### src/rtl/i2c_target_resp.sv
// I2C target responder: START/STOP decode, 7-bit address match,
// host-side byte interface for writes and reads, no clock stretching.
module i2c_target_resp #(
    parameter logic [6:0] SLAVE_ADDR  = 7'h22,
    parameter int         SYNC_STAGES = 2
) (
    input  logic       clk_i,
    input  logic       rst_i,
    input  logic       scl_i,
    input  logic       sda_i,
    output logic       sda_o,
    output logic [7:0] rx_data_o,
    output logic       rx_valid_o,
    output logic       rx_first_o,
    input  logic       rx_ready_i,
    output logic       tx_req_o,
    input  logic [7:0] tx_data_i,
    input  logic       tx_valid_i,
    output logic       tx_underrun_o,
    output logic       busy_o,
    output logic       stop_o
);

    typedef enum logic [2:0] {
        IDLE, ADDR, ADDR_ACK, WR_DATA, WR_ACK, RD_DATA, RD_ACK, IGNORE
    } state_t;

    logic [SYNC_STAGES-1:0] scl_sync, sda_sync;
    logic scl_s, sda_s, scl_q, sda_q;
    logic scl_rise, scl_fall, start_det, stop_det;

    state_t state, state_n;
    logic [2:0] cnt, cnt_n;
    logic [7:0] shreg, shreg_n, rx_data, rx_data_n;
    logic [7:0] tx_sh, tx_sh_n, tx_lat, tx_lat_n;
    logic tx_have, tx_have_n, tx_pend, tx_pend_n;
    logic first, first_n, ack_drv, ack_drv_n;
    logic byte_done, byte_done_n, need_load, need_load_n;
    logic rd, rd_n, busy, busy_n, sda, sda_n;
    logic rx_valid, rx_valid_n, rx_first, rx_first_n;
    logic tx_req, tx_req_n, underrun, underrun_n, stop, stop_n;
    logic [7:0] ld_byte;
    logic ld_under;

    // Bus idles high, so the synchronizers reset to 1.
    always_ff @(posedge clk_i or negedge rst_i) begin
        if (!rst_i) begin
            scl_sync <= '1;
            sda_sync <= '1;
            scl_q    <= 1'b1;
            sda_q    <= 1'b1;
        end else begin
            scl_sync <= {scl_sync[SYNC_STAGES-2:0], scl_i};
            sda_sync <= {sda_sync[SYNC_STAGES-2:0], sda_i};
            scl_q    <= scl_s;
            sda_q    <= sda_s;
        end
    end

    assign scl_s     = scl_sync[SYNC_STAGES-1];
    assign sda_s     = sda_sync[SYNC_STAGES-1];
    assign scl_rise  = scl_s & ~scl_q;
    assign scl_fall  = ~scl_s & scl_q;
    assign start_det = scl_s & scl_q & sda_q & ~sda_s;
    assign stop_det  = scl_s & scl_q & ~sda_q & sda_s;

    // Byte to put on the bus when the MSB slot opens; 8'hFF if the host missed it.
    assign ld_under = ~tx_have & ~(tx_pend & tx_valid_i);
    assign ld_byte  = tx_have ? tx_lat :
                      (tx_pend & tx_valid_i) ? tx_data_i : 8'hFF;

    always_ff @(posedge clk_i or negedge rst_i) begin
        if (!rst_i) begin
            state     <= IDLE;
            cnt       <= '0;
            shreg     <= '0;
            rx_data   <= '0;
            tx_sh     <= '0;
            tx_lat    <= '0;
            tx_have   <= 1'b0;
            tx_pend   <= 1'b0;
            first     <= 1'b0;
            ack_drv   <= 1'b0;
            byte_done <= 1'b0;
            need_load <= 1'b0;
            rd        <= 1'b0;
            busy      <= 1'b0;
            sda       <= 1'b1;
            rx_valid  <= 1'b0;
            rx_first  <= 1'b0;
            tx_req    <= 1'b0;
            underrun  <= 1'b0;
            stop      <= 1'b0;
        end else begin
            state     <= state_n;
            cnt       <= cnt_n;
            shreg     <= shreg_n;
            rx_data   <= rx_data_n;
            tx_sh     <= tx_sh_n;
            tx_lat    <= tx_lat_n;
            tx_have   <= tx_have_n;
            tx_pend   <= tx_pend_n;
            first     <= first_n;
            ack_drv   <= ack_drv_n;
            byte_done <= byte_done_n;
            need_load <= need_load_n;
            rd        <= rd_n;
            busy      <= busy_n;
            sda       <= sda_n;
            rx_valid  <= rx_valid_n;
            rx_first  <= rx_first_n;
            tx_req    <= tx_req_n;
            underrun  <= underrun_n;
            stop      <= stop_n;
        end
    end

    always_comb begin
        state_n     = state;
        cnt_n       = cnt;
        shreg_n     = shreg;
        rx_data_n   = rx_data;
        tx_sh_n     = tx_sh;
        tx_lat_n    = tx_lat;
        tx_have_n   = tx_have;
        tx_pend_n   = tx_pend;
        first_n     = first;
        ack_drv_n   = ack_drv;
        byte_done_n = byte_done;
        need_load_n = need_load;
        rd_n        = rd;
        busy_n      = busy;
        sda_n       = sda;
        rx_valid_n  = 1'b0;
        rx_first_n  = 1'b0;
        tx_req_n    = 1'b0;
        underrun_n  = 1'b0;
        stop_n      = 1'b0;

        if (tx_pend && tx_valid_i) begin
            tx_lat_n  = tx_data_i;
            tx_have_n = 1'b1;
            tx_pend_n = 1'b0;
        end

        if (start_det) begin
            state_n     = ADDR;
            cnt_n       = '0;
            sda_n       = 1'b1;
            ack_drv_n   = 1'b0;
            byte_done_n = 1'b0;
            need_load_n = 1'b0;
            tx_pend_n   = 1'b0;
            tx_have_n   = 1'b0;
        end else if (stop_det) begin
            state_n   = IDLE;
            sda_n     = 1'b1;
            stop_n    = busy;
            busy_n    = 1'b0;
            tx_pend_n = 1'b0;
            tx_have_n = 1'b0;
        end else begin
            unique case (state)
                IDLE: ;
                ADDR: begin
                    if (scl_rise) begin
                        shreg_n = {shreg[6:0], sda_s};
                        cnt_n   = 3'(cnt + 3'd1);
                        if (cnt == 3'd7) begin
                            if (shreg[6:0] == SLAVE_ADDR) begin
                                state_n   = ADDR_ACK;
                                busy_n    = 1'b1;
                                rd_n      = sda_s;
                                ack_drv_n = 1'b0;
                                if (sda_s) begin
                                    tx_req_n  = 1'b1;
                                    tx_pend_n = 1'b1;
                                    tx_have_n = 1'b0;
                                end
                            end else begin
                                state_n = IGNORE;
                                busy_n  = 1'b0;
                            end
                        end
                    end
                end
                ADDR_ACK: begin
                    if (scl_fall) begin
                        if (!ack_drv) begin
                            sda_n     = 1'b0;
                            ack_drv_n = 1'b1;
                        end else begin
                            ack_drv_n = 1'b0;
                            cnt_n     = '0;
                            if (rd) begin
                                state_n     = RD_DATA;
                                sda_n       = ld_byte[7];
                                tx_sh_n     = {ld_byte[6:0], 1'b0};
                                underrun_n  = ld_under;
                                tx_have_n   = 1'b0;
                                tx_pend_n   = 1'b0;
                                need_load_n = 1'b0;
                            end else begin
                                state_n     = WR_DATA;
                                sda_n       = 1'b1;
                                first_n     = 1'b1;
                                byte_done_n = 1'b0;
                            end
                        end
                    end
                end
                WR_DATA: begin
                    if (scl_rise && !byte_done) begin
                        shreg_n = {shreg[6:0], sda_s};
                        cnt_n   = 3'(cnt + 3'd1);
                        if (cnt == 3'd7) begin
                            rx_data_n   = {shreg[6:0], sda_s};
                            byte_done_n = 1'b1;
                        end
                    end else if (scl_fall && byte_done) begin
                        if (rx_ready_i) begin
                            sda_n      = 1'b0;
                            rx_valid_n = 1'b1;
                            rx_first_n = first;
                        end
                        first_n     = 1'b0;
                        byte_done_n = 1'b0;
                        state_n     = WR_ACK;
                    end
                end
                WR_ACK: begin
                    if (scl_fall) begin
                        sda_n   = 1'b1;
                        cnt_n   = '0;
                        state_n = WR_DATA;
                    end
                end
                RD_DATA: begin
                    if (scl_fall) begin
                        if (need_load) begin
                            sda_n       = ld_byte[7];
                            tx_sh_n     = {ld_byte[6:0], 1'b0};
                            underrun_n  = ld_under;
                            tx_have_n   = 1'b0;
                            tx_pend_n   = 1'b0;
                            need_load_n = 1'b0;
                            cnt_n       = '0;
                        end else if (cnt == 3'd7) begin
                            sda_n   = 1'b1;
                            state_n = RD_ACK;
                        end else begin
                            sda_n   = tx_sh[7];
                            tx_sh_n = {tx_sh[6:0], 1'b0};
                            cnt_n   = 3'(cnt + 3'd1);
                        end
                    end
                end
                RD_ACK: begin
                    if (scl_rise) begin
                        if (!sda_s) begin
                            state_n     = RD_DATA;
                            need_load_n = 1'b1;
                            tx_req_n    = 1'b1;
                            tx_pend_n   = 1'b1;
                            tx_have_n   = 1'b0;
                        end else begin
                            state_n = IGNORE;
                        end
                    end
                end
                IGNORE: ;
                default: state_n = IDLE;
            endcase
        end
    end

    assign sda_o         = sda;
    assign rx_data_o     = rx_data;
    assign rx_valid_o    = rx_valid;
    assign rx_first_o    = rx_first;
    assign tx_req_o      = tx_req;
    assign tx_underrun_o = underrun;
    assign busy_o        = busy;
    assign stop_o        = stop;

endmodule
### config.mk
export PLATFORM = sky130hd
export DESIGN_NAME = i2c_target_resp
export DESIGN_NICKNAME = d
export VERILOG_FILES = /design/src/rtl/i2c_target_resp.sv
export SDC_FILE = /design/constraint.sdc
export NUM_CORES = 1
export LEC_CHECK = 0
export ABC_CLOCK_PERIOD_IN_PS = 2600
export CAP_MARGIN = 10
export CORE_UTILIZATION = 30
export DETAILED_ROUTE_END_ITERATION = 12
export GPL_ROUTABILITY_DRIVEN = 0
export PLACE_DENSITY = 0.55
export SETUP_SLACK_MARGIN = 0.4
export SLEW_MARGIN = 25
export SYNTH_ARGS = -nofsm -noshare
export SYNTH_HDL_FRONTEND = slang
export SYNTH_SLANG_ARGS = --single-unit
### constraint.sdc
create_clock -name clk_i -period 2.6 [get_ports clk_i]
set_input_delay 0.39 -clock clk_i [delete_from_list [all_inputs] [get_ports clk_i]]
set_output_delay 0.39 -clock clk_i [all_outputs]
set_load 0.01 [all_outputs]
==> results_dict.tcl <==
set metrics [dict create \
    num_antenna_cells 0 \
    required_ns 2.80 \
    ios 29 \
    synth_area_leaders "dfrtp_1, mux2_2, dfstp_2, mux2_4, nand2_1" \
    multiInputGateArea_um2 1310 \
    clkTransAtPathRegs_ns 0.11 \
    synthesis.instances 258 \
    drt_pass1_iterations 4 \
    synthMostInstantiatedCell "dfrtp_1" \
    cts_root_buf "clkbuf_8" \
    power_leakage_nw 1.41 \
    worst_slew_pin_slew_ns 0.656 \
    syn-cell-area_um2 2820 \
    syn_nets 274 \
    synth_xor_area_frac 0 \
    dp_hpwl_um 4350 \
    vias 2002 \
    core_um2 9200 \
    die_area_um2 9800 \
    start_util 0.307 \
    regArea_um2 1410 \
    cts_buffers 5 \
    synth_seq_cells 56 \
    clk_latency_ns 0.32 \
    grt_pass1_vias 2082 \
    end_kind "flop" \
    stdcell_area_um2 3340 \
    max_freq_mhz 484 \
    die_h_um 99 \
    worstPathMaxFanout 13 \
    power_density_nw_per_um2 881 \
    gr-total-overflow 0 \
    drive_above_1_share 0.236 \
    yosysSeqAreaShare 0.500 \
    synthMuxAreaShare 0.147 \
    htreeDepth 2 \
    synth_top_family_by_area "simple AND/OR/NAND/NOR gates" \
    die_width_um 99 \
    post-route-min-period_ns 2.07 \
    synthFlopType "dfrtp_1" \
    max-clock-path-buffers 2 \
    io_buffers 28 \
    fillers 955 \
    ant_nets 0 \
    grtUsageTotal 0.132 \
    ir_worst_vdd_uv 333 \
    final_max_slew_viol_count 0 \
    yosys.cell_types.count 49 \
    maxCapViolations 0 \
    placed_area_um2 3230 \
    vias_per_cell 5.02 \
    synth_edf_count 0 \
    drt_iter0_drc 91 \
    clock-sinks 56 \
    synth_top_cell_by_area "dfrtp_1" \
    grt_antenna_before_repair 0 \
    synthAdderAreaFrac 0.00887 \
    cp-start-kind "flop" \
    cts_tree "yes" \
    post-route-drc-count 0 \
    hold_viol 0 \
    syn2layout_area_growth_pct 18.2 \
    worstPathArrival_ns 2.27 \
    hold_class "input pin to asynchronous set/reset pin" \
    final-setup-viol-count 0 \
    skew_ns 0.0121 \
    rsz0062_at_grt "false" \
    slew_headroom 0.558 \
    wirelength_um 6020 \
    final_nets 303 \
    grt_pass1_wl_um 10300 \
    ys_warn_count 0 \
    rows 35 \
    grt_max_degree 31 \
    status "finished, final reports clean" \
    cts_setup_buffers 0 \
    period_share 0.795 \
    critPathKind "flop to flop" \
    yosysTopAreaCellShare 0.434 \
    postSynthAreaPerCell_um2 10.9 \
    async_flop_share 1.00 \
    synthTopCellsByCount "dfrtp_1, nand2_1, mux2_2" \
    fin_setup_tns_ns 0 \
    p_total_mw 2.94 \
    synth-compound-area-share 0.146 \
    wl_per_cell_um 15.1 \
    utilization 0.363 \
    yosys.area_share.simple 0.160 \
]
==> worst paths after layout <==
check                                 start          end  slack (ns)  depth (start not counted)
min in group clk_i              scl_sync[0]  scl_sync[1]        0.36                          0
max in group asynchronous             rst_i        sda_o        1.85                          2
worst max-delay path               state[2]     tx_sh[7]        0.53                          6
worst min register to register  scl_sync[0]  scl_sync[1]        0.36                          0
worst min-delay path                  rst_i    tx_lat[3]        0.08                          1
worst max register to register     state[2]     tx_sh[7]        0.53                          6
==> flip-flops by register name, indices dropped and copies added, names as in the netlist, 2 cells and up <==
register   flops
state          3
rx_data_o      8
scl_sync       2
sda_sync       2
shreg          7
cnt            3
tx_sh          7
tx_lat         8
==> metrics by stage <==
| step | setup slack, ns | instances | hold WS, ns |
|---|---|---|---|
| 2_1_floorplan | 0.734 | 258 | 0.0944 |
| 3_3_place_gp | 0.537 | 391 | 0.346 |
| 3_5_place_dp | 0.460 | 391 | 0.347 |
| 4_1_cts | 0.432 | 399 | 0.0960 |
| 5_1_grt | 0.436 | 399 | 0.123 |
| 6_report | 0.533 | 399 | 0.0815 |
==> kinds of logic (layout without fill, tap and decap cells) <==
family	count (synthesis)	in the layout
multiplexers	35	35
AND/OR/NAND/NOR	84	84
adder cells (fa/ha/maj)	2	2
buffers and inverters	20	50
flip-flops	56	56
AO/OA/AOI/OAI	61	61
==> placed cells by master (no fill, tap or decap), drive strengths merged, types with 3 or more instances in the layout <==
cell           synthesis  final
a311oi                 3      3
nor2                  10     10
dfstp                  7      7
nor2b                  5      5
dfrtp                 49     49
o22ai                  3      3
a21oi                 14     14
mux2i                  4      4
buf                   10     11
and2                   3      3
inv                    4      5
nor3                   7      7
clkdlybuf4s50          0     27
o31ai                  8      8
nand2b                14     14
o21ai                 15     15
mux2                  31     31
a31oi                  3      3
nand2                 28     28
clkbuf                 6      6
==> worst max-delay path, cell delays in order (launching register included) <==
cell and delay (ns):
dfrtp_1 0.54, buf_4 0.24, or3b_4 0.42, a21oi_2 0.16
a211oi_1 0.08, and2_4 0.20, mux2_4 0.30
==> timing repair <==
item	4_1_cts	5_1_grt
hold buffers	0	0
setup endpoints to repair	0	11
resized for setup	0	2
endpoints found under the hold margin	0	0
==> metal layers <==
metal / track usage / routed length (um) / up-vias
met5: 0 / 0 / -
met4: 0.0390 / 68 / 0
met3: 0.0248 / 237 / 7
met2: 0.205 / 2710 / 46
met1: 0.186 / 3010 / 963
li1: - / - / 986
==> power breakdown <==
group / internal, mW / switching (mW) / total [mW]
sequential: 1.10 / 0.213 / 1.31
combinational: 0.558 / 0.535 / 1.09
clock: 0.224 / 0.311 / 0.534
==> area by class of cell <==
class                   count  share of cell area
clock buffers               6              0.0247
flip-flops and latches     56               0.423
repair buffers             38               0.109
clock inverters             2             0.00562
multi-input cells         182               0.392
inverters                   4             0.00450
well taps                 111              0.0416
Note: power is estimated with default switching activity, not from simulation.
